File: src/rtl/updown_mod_counter_pkg.sv
// rtl/updown_mod_counter_pkg.sv - default sizes, direction codes and per-edge op priority for updown_mod_counter
package updown_mod_counter_pkg;

  localparam int LEN_DEF    = 4;
  localparam int STEP_W_DEF = 2;

  localparam logic DIR_UP = 1'b1;
  localparam logic DIR_DN = 1'b0;

  // Enumerated highest priority first; exactly one op is resolved per edge.
  typedef enum logic [1:0] {
    OP_CLR,
    OP_LOAD,
    OP_COUNT,
    OP_HOLD
  } op_e;

endpackage

File: src/rtl/mod_step_calc.sv
// rtl/mod_step_calc.sv - combinational next-count, wrap and terminal-count calculator for updown_mod_counter
module mod_step_calc
  import updown_mod_counter_pkg::*;
#(
  parameter int len    = LEN_DEF,
  parameter int MOD    = 2**len,
  parameter int STEP_W = STEP_W_DEF
) (
  input  logic [len-1:0]    cur,
  input  logic [STEP_W-1:0] step,
  input  logic              up_dn,
  input  logic              sat_mode,
  input  logic              c_en,
  output logic [len-1:0]    next,
  output logic              wrap_n,
  output logic              clamp_n,
  output logic              tc
);

  // One extra bit so cur+step and cur+MOD never overflow when MOD == 2**len.
  localparam logic [len:0] MOD_W = (len+1)'(MOD);
  localparam logic [len:0] MAX_E = (len+1)'(MOD-1);

  logic [len:0] cur_e;
  logic [len:0] step_e;
  logic [len:0] sum_e;

  assign cur_e  = {1'b0, cur};
  assign step_e = (len+1)'(step);
  assign sum_e  = cur_e + step_e;

  always_comb begin
    next    = cur;
    wrap_n  = 1'b0;
    clamp_n = 1'b0;
    case (up_dn)
      DIR_UP: begin
        if (sum_e >= MOD_W) begin
          if (sat_mode) begin
            next    = len'(MAX_E);
            clamp_n = 1'b1;
          end else begin
            next   = len'(sum_e - MOD_W);
            wrap_n = 1'b1;
          end
        end else begin
          next = len'(sum_e);
        end
      end
      DIR_DN: begin
        if (step_e > cur_e) begin
          if (sat_mode) begin
            next    = '0;
            clamp_n = 1'b1;
          end else begin
            next   = len'(cur_e + MOD_W - step_e);
            wrap_n = 1'b1;
          end
        end else begin
          next = len'(cur_e - step_e);
        end
      end
      default: ;
    endcase
  end

  assign tc = c_en & (step != '0) & (wrap_n | clamp_n);

endmodule

File: src/rtl/updown_mod_counter.sv
// rtl/updown_mod_counter.sv - up/down modulo counter with load, clear, step and wrap flag; saturation via COUNTER_SAT_EN
module updown_mod_counter
  import updown_mod_counter_pkg::*;
#(
  parameter int len    = LEN_DEF,
  parameter int MOD    = 2**len,
  parameter int STEP_W = STEP_W_DEF
) (
  input  logic              clk,
  input  logic              reset,
  input  logic              s_clr,
  input  logic              p_load,
  input  logic [len-1:0]    p_load_data,
  input  logic              c_en,
  input  logic              up_dn,
  input  logic [STEP_W-1:0] step,
`ifdef COUNTER_SAT_EN
  input  logic              sat_mode,
  output logic              sat,
`endif
  output logic [len-1:0]    out,
  output logic              tc,
  output logic              wrap
);

  localparam logic [len:0]   MOD_W = (len+1)'(MOD);
  localparam logic [len-1:0] MAX_V = len'(MOD-1);

  op_e            op;
  logic [len-1:0] out_d, out_q;
  logic           wrap_d, wrap_q;
  logic [len-1:0] next_v;
  logic           wrap_n;
  logic           clamp_n;
  logic           sat_mode_i;

`ifdef COUNTER_SAT_EN
  logic           sat_d, sat_q;
  assign sat_mode_i = sat_mode;
`else
  logic           unused_clamp;
  assign sat_mode_i   = 1'b0;
  assign unused_clamp = clamp_n;
`endif

  mod_step_calc #(
    .len    (len),
    .MOD    (MOD),
    .STEP_W (STEP_W)
  ) u_calc (
    .cur      (out_q),
    .step     (step),
    .up_dn    (up_dn),
    .sat_mode (sat_mode_i),
    .c_en     (c_en),
    .next     (next_v),
    .wrap_n   (wrap_n),
    .clamp_n  (clamp_n),
    .tc       (tc)
  );

  always_comb begin
    op = OP_HOLD;
    if (s_clr)       op = OP_CLR;
    else if (p_load) op = OP_LOAD;
    else if (c_en)   op = OP_COUNT;
  end

  always_comb begin
    out_d  = out_q;
    wrap_d = 1'b0;
`ifdef COUNTER_SAT_EN
    sat_d  = sat_q;
`endif
    case (op)
      OP_CLR: begin
        out_d = '0;
`ifdef COUNTER_SAT_EN
        sat_d = 1'b0;
`endif
      end
      OP_LOAD: begin
        out_d = ({1'b0, p_load_data} < MOD_W) ? p_load_data : MAX_V;
`ifdef COUNTER_SAT_EN
        sat_d = 1'b0;
`endif
      end
      OP_COUNT: begin
        // A zero step is a hold: sat keeps its level.
        if (step != '0) begin
          out_d  = next_v;
          wrap_d = wrap_n;
`ifdef COUNTER_SAT_EN
          sat_d  = clamp_n;
`endif
        end
      end
      default: ;
    endcase
  end

  always_ff @(posedge clk or negedge reset) begin
    if (!reset) begin
      out_q  <= '0;
      wrap_q <= 1'b0;
`ifdef COUNTER_SAT_EN
      sat_q  <= 1'b0;
`endif
    end else begin
      out_q  <= out_d;
      wrap_q <= wrap_d;
`ifdef COUNTER_SAT_EN
      sat_q  <= sat_d;
`endif
    end
  end

  assign out  = out_q;
  assign wrap = wrap_q;
`ifdef COUNTER_SAT_EN
  assign sat  = sat_q;
`endif

`ifndef SYNTHESIS
  // Only a single modular correction is implemented, so steps at or above MOD are illegal.
  step_legal_a: assert property (@(posedge clk) disable iff (!reset)
    (c_en && !s_clr && !p_load) |-> (32'(step) < MOD));
`endif

endmodule
File: config.mk
export PLATFORM = sky130hd
export DESIGN_NAME = updown_mod_counter
export DESIGN_NICKNAME = d
export VERILOG_FILES = /design/src/rtl/updown_mod_counter_pkg.sv /design/src/rtl/mod_step_calc.sv /design/src/rtl/updown_mod_counter.sv
export SDC_FILE = /design/constraint.sdc
export NUM_CORES = 1
export LEC_CHECK = 0
export CORE_UTILIZATION = 35
export CTS_CLUSTER_DIAMETER = 120
export DETAILED_ROUTE_END_ITERATION = 16
export HOLD_SLACK_MARGIN = 0.08
export PLACE_DENSITY = 0.68
export SYNTH_ARGS = -nofsm -noshare
export SYNTH_HDL_FRONTEND = slang
export SYNTH_SLANG_ARGS = --single-unit
File: constraint.sdc
create_clock -name clk -period 2.2 [get_ports clk]
set_input_delay 0.44 -clock clk [delete_from_list [all_inputs] [get_ports clk]]
set_output_delay 0.44 -clock clk [all_outputs]
set_load 0.01 [all_outputs]
==> results of run 1 <==
[what timing repair did]
item                                   CTS  global route
hold buffers                             0             0
gates resized for setup                 13             3
pin swaps                                3             4
setup endpoints to repair                2             1
gates cloned                             0             0
endpoints found under the hold margin    0             0
[cell families (layout without fill, tap and decap cells)]
kind of cell / Yosys count / after routing / synth area share
AND/OR/NAND/NOR: 15 / 15 / 0.157
AO/OA/AOI/OAI: 14 / 14 / 0.242
buffers and inverters: 8 / 40 / 0.0827
adder cells (fa/ha/maj): 6 / 6 / 0.198
flip-flops: 5 / 5 / 0.275
multiplexers: 2 / 2 / 0.0441
[cell type report]
type	count	area (um^2)	area share
tap	14	17.5	0.0224
multi-input combinational	37	332	0.423
sequential	5	125	0.160
clock buffer	4	26.3	0.0335
timing repair buffer	29	256	0.327
inverter	7	26.3	0.0335
[power by group through the flow]
stage | logic (mW) | registers [mW] | clock network, mW
after floorplan | 0.0538 | 0.114 | 0
after global placement | 0.138 | 0.108 | 0
after detailed placement | 0.140 | 0.108 | 0
after CTS | 0.148 | 0.109 | 0.105
after global routing | 0.168 | 0.110 | 0.107
final | 0.151 | 0.109 | 0.0993
[worst max path at each step]
| stage | from | endpoint | slack [ns] | depth (start not counted) |
|---|---|---|---|---|
| 2_1_floorplan | out[0] | tc | 0.29 | 7 |
| 3_3_place_gp | step[0] | tc | -0.72 | 8 |
| 3_5_place_dp | step[0] | tc | -0.73 | 8 |
| 4_1_cts | step[0] | tc | -0.12 | 8 |
| 5_1_grt | step[0] | tc | -0.02 | 8 |
| 6_report | step[0] | tc | 0.04 | 7 |
[per-layer routing]
metal / vias up / routed length, um / global-route usage
li1: 244 / - / -
met1: 219 / 494 / 0.243
met2: 15 / 614 / 0.331
met3: 0 / 47 / 0
met4: 0 / 0 / 0.0804
met5: - / 0 / 0
[cell usage in the layout (no fill, tap or decap), types with 2 or more instances in the layout]
cell,synthesis,layout
buf_4,0,11
nor2_1,5,5
dfrtp_1,5,5
clkbuf_4,0,3
fa_2,0,2
mux2i_1,2,2
ha_1,4,3
a21oi_1,3,3
clkdlybuf4s50_1,0,14
dlygate4sd2_1,0,2
nand2_1,3,3
nor2b_1,2,2
nor3_1,3,3
o21ai_0,2,2
inv_2,0,2
inv_1,7,5
a2bb2oi_1,2,2
[sequential cells by signal, summed over array words and instances (netlist names)]
name,count
out,4
wrap,1
[worst max-delay path: stages]
cell and delay, ns:
dlygate4sd2_1 0.25, buf_6 0.12, ha_4 0.16, fa_2 0.40, a41oi_2 0.15, nor2_1 0.05, buf_2 0.14
==> results.txt, run 1 <==
Outcome: finished, final reports clean
VDD IR max: 0.000334 V
Post-route cell area: 783 um^2
Layout cells sized above 1: 0.305
Pins Over Slew Limit: 0
RSZ-0062 raised after global routing: true
IO Pins: 18
Worst Path Max Fanout: 2
Power per cell area: 459 nW/um^2
Crit Path Class: in2out
Placed Cells: 92
Fmax: 464 MHz
Post-Synthesis Cells: 50
Cell variety after synth: 22
Initial Utilization: 0.393
Gpl congestion: 0.798
Minimum clock period: 2.16 ns
Power, Total: 0.359 mW
First-pass GRT wire length: 1900 um
Cell Area, Placed: 721 um^2
Top_reg_cell synth: dfrtp_1
Setup ws final: 0.0447 ns
Synthesized cell area: 454 um^2
Core Rows: 12
Avg Cell Area, Syn: 9.08 um^2
Tcrit/Tclk final: 0.980
Vias in the first global route: 443
Reg2reg end: out[3]
Cell Count, Final, Fillers Out: 96
# diodes: 0
Switching share of power: 0.295
Synth warnings: 0
HPWL Detailed: 972 um
Die area: 1450 um^2
CTS buffer count: 3
Largest net degree at the start of global routing: 7
Synth cell count leaders: 7 x inv_1, 5 x dfrtp_1, 5 x nor2_1, 4 x ha_1
Internal power: 0.253 mW
Drt pass-1 iters: 4
Core footprint: 1160 um^2
Max Cap Violations: 0
Area leader, netlist: dfrtp_1
Syn_nets: 68
Most frequent cell after synthesis: inv_1
Die Height: 38.0 um
Final ANT Viol Nets: 0
CTS tree: built
DR WL/cell: 12.0 um
Total Wirelength: 1160 um
Final setup violating endpoints: 0
Startpoint types: input pin
Crit path DAT: 1.72 ns
Slew HR: 0.823
PortBufs: 17
Skew-Pair Late Insertion Delay: 0.23 ns
Final core occ: 0.677
Hold Fails Final Rpt: 0
Pre-CTS setup slack: -0.728 ns
Initial DRC count: 11
Worst-margin pin slew: 0.265 ns
Clk root buf: clkbuf_4
Post-synthesis sequential area ratio: 0.275
FILL cells: 100
Total grt overflow: 0
Synth area leaders: dfrtp_1 28%, ha_1 11%, fa_1 8.8%
Vias: 478
Crit path required time: 1.76 ns
# clock sinks: 5
Setup crit end kind: primary output
Hold slack: 0.422 ns
Reg-to-reg slack, setup: 0.23 ns
Worst Skew: 0.000323 ns
Vias/cell: 4.98
Reg-to-reg startpoint: out[1]
Sequential power share: 0.303
HP Class: in2async
Clock buffer depth: 2
R2R cell count: 5
Area delta synth->final: 72.5%
Final nets: 101
Die span in x: 38.0 um
Switching power total: 0.106 mW
Setup Buffers After CTS: 0
DRC: 0
Asr flop ratio synth: 1.00
Clock power share: 0.277
H-tree depth: 1
Post-synth EDFFs: 0
Initial antenna violation count: 0
Post-synth top area share: 0.275
Combinational Power Share: 0.421
Synth Register Bits: 5
Clock slew seen by the registers of the worst setup and hold paths: 0.04 ns
GRT Total Usage: 0.189
Leak Pwr: 0.362 nW
Setup_tns: 0 ns
(Power assumes the default switching activity.)
==> inputs of run 2 (changes only) <==
--- a/config.mk
+++ b/config.mk
@@ -8,6 +8,7 @@
 export CORE_UTILIZATION = 35
 export CTS_CLUSTER_DIAMETER = 120
 export DETAILED_ROUTE_END_ITERATION = 16
+export GPL_TIMING_DRIVEN = 1
 export HOLD_SLACK_MARGIN = 0.08
 export PLACE_DENSITY = 0.68
 export SYNTH_ARGS = -nofsm -noshare
==> results of run 2 <==
Final layout, timing and power as in run 1 (identical DEF).
==> inputs of run 3 (changes only) <==
--- a/config.mk
+++ b/config.mk
@@ -5,6 +5,7 @@
 export SDC_FILE = /design/constraint.sdc
 export NUM_CORES = 1
 export LEC_CHECK = 0
+export CORE_MARGIN = 3
 export CORE_UTILIZATION = 35
 export CTS_CLUSTER_DIAMETER = 120
 export DETAILED_ROUTE_END_ITERATION = 16
==> run 3 against run 2 <==
Compared with the run above:
- critical path type is now reg2out
- utilization rose by 3.6 points
- global-route usage fell by 4.4 points
- largest cell class unchanged
- non-clock buffer count rose by 5
- critical endpoint unchanged
- register-to-register slack barely moved
- final cell count rose by 5.2%
- hold slack improved by 0.0038 ns
- clock power barely moved
- via count rose by 4.8%
- worst setup slack improved by 0.014 ns
==> results.txt, run 3 (same netlist as run 1, synthesis figures left out) <==
Die area: 1770 um^2
Vias in the first global route: 512
Initial DRC count: 3
Total grt overflow: 0
CP max stage delay: 0.38 ns
Clock slew seen by the registers of the worst setup and hold paths: 0.04 ns
Reg-to-reg slack, setup: 0.22 ns
Die Height: 42.0 um
Initial Utilization: 0.393
DR WL/cell: 12.1 um
HPWL Detailed: 972 um
Clock buffer depth: 2
Worst path slowest cell: dfrtp_1
H-tree depth: 1
Setup crit end kind: primary output
Reg2reg end: out[3]
Worst Skew: 0.000222 ns
Critical path depth: 8
CP delay by family, top: adder cells
PortBufs: 17
IO Pins: 18
CTS tree: built
Final nets: 106
Power, Total: 0.373 mW
Vias/cell: 4.96
Area delta synth->final: 81.5%
Die span in x: 42.0 um
Worst-margin pin slew: 0.250 ns
Gpl congestion: 0.879
Largest net degree at the start of global routing: 7
R2R cell count: 9
Hold Fails Final Rpt: 0
RSZ-0062 raised after global routing: true
Final ANT Viol Nets: 0
Tcrit/Tclk final: 0.973
Initial antenna violation count: 0
Vias: 501
HP Class: in2async
Pins Over Slew Limit: 0
Clk root buf: clkbuf_4
GRT Total Usage: 0.145
Cell Count, Final, Fillers Out: 101
Sequence of cells on the critical path: inv_1 > ha_2 > inv_2 > fa_2 > nor4_4 > a41oi_2 > nor2_1 > buf_2
Minimum clock period: 2.14 ns
DRC: 0
# diodes: 0
Fmax: 467 MHz
Crit path DAT: 1.70 ns
Startpoint types: flip-flop
Outcome: finished, final reports clean
Buf/Inv on CP: 3
Leak Pwr: 0.383 nW
Skew-Pair Late Insertion Delay: 0.23 ns
Commonest non-fill, non-tap cell in the layout: buf_4
Power per cell area: 452 nW/um^2
Critical path launch point: out[0]
Worst Path Max Fanout: 2
Slew HR: 0.829
Largest register FFs: 4
Core footprint: 1160 um^2
First-pass GRT wire length: 2040 um
Commonest non-fill, non-tap cells in the layout: 16 x buf_4, 14 x clkdlybuf4s50_1, 5 x nor2_1, 5 x inv_1, 5 x dfrtp_1
# clock sinks: 5
Placed Cells: 93
Post-route cell area: 825 um^2
Max Cap Violations: 0
Reg-to-reg startpoint: out[0]
Total Wirelength: 1230 um
VDD IR max: 0.000348 V
Core Rows: 12
FILL cells: 92
Crit path required time: 1.76 ns
CTS buffer count: 3
Cell Area, Placed: 728 um^2
Drt pass-1 iters: 3
Layout cells sized above 1: 0.356
Final setup violating endpoints: 0
Crit Path Class: reg2out
## run 3: how the worst max path moves through the flow
stage	slack [ns]	endpoint
after global routing	-0.07	tc
after global placement	-0.71	tc
final	0.06	tc
after detailed placement	-0.69	tc
after CTS	-0.11	tc
after floorplan	0.29	tc
## run 3: where the power goes
part           total [mW]  internal [mW]  switching [mW]
logic               0.164         0.0955          0.0688
clock network       0.100         0.0682          0.0318
registers           0.108         0.0998         0.00842
## run 3: per-stage QoR
| step | setup TNS [ns] | hold slack (ns) | utilization | setup slack (ns) |
|---|---|---|---|---|
| after detailed placement | -1.06 | 0.672 | 0.630 | -0.694 |
| after floorplan | 0 | 0.144 | - | 0.289 |
| after global placement | -1.03 | 0.670 | 0.630 | -0.711 |
| after CTS | -0.115 | 0.428 | 0.683 | -0.115 |
| after global routing | -0.0650 | 0.426 | 0.713 | -0.0650 |
| final | 0 | 0.426 | 0.713 | 0.0583 |
## run 3: layout make-up
type	count	area (um^2)	share of cell area
Clock buffer	4	26.3	0.0319
Inverter	7	26.3	0.0319
Multi-Input combinational cell	37	334	0.405
Sequential cell	5	125	0.152
Tap cell	14	17.5	0.0212
Timing Repair Buffer	34	295	0.358
## run 3: per-layer routing
layer / track usage / wire length, um
met5: 0 / 0
met4: 0.0559 / 0
met3: 0.00858 / 44
met2: 0.253 / 617
met1: 0.186 / 565
## run 3: what timing repair did
item / 4_1_cts / 5_1_grt
hold buffers: 0 / 0
cloned: 0 / 0
endpoints found under the setup margin: 2 / 1
pin swaps: 3 / 5
gates resized for setup: 13 / 5
buffers inserted: 2 / 2
endpoints found under the hold margin: 0 / 0
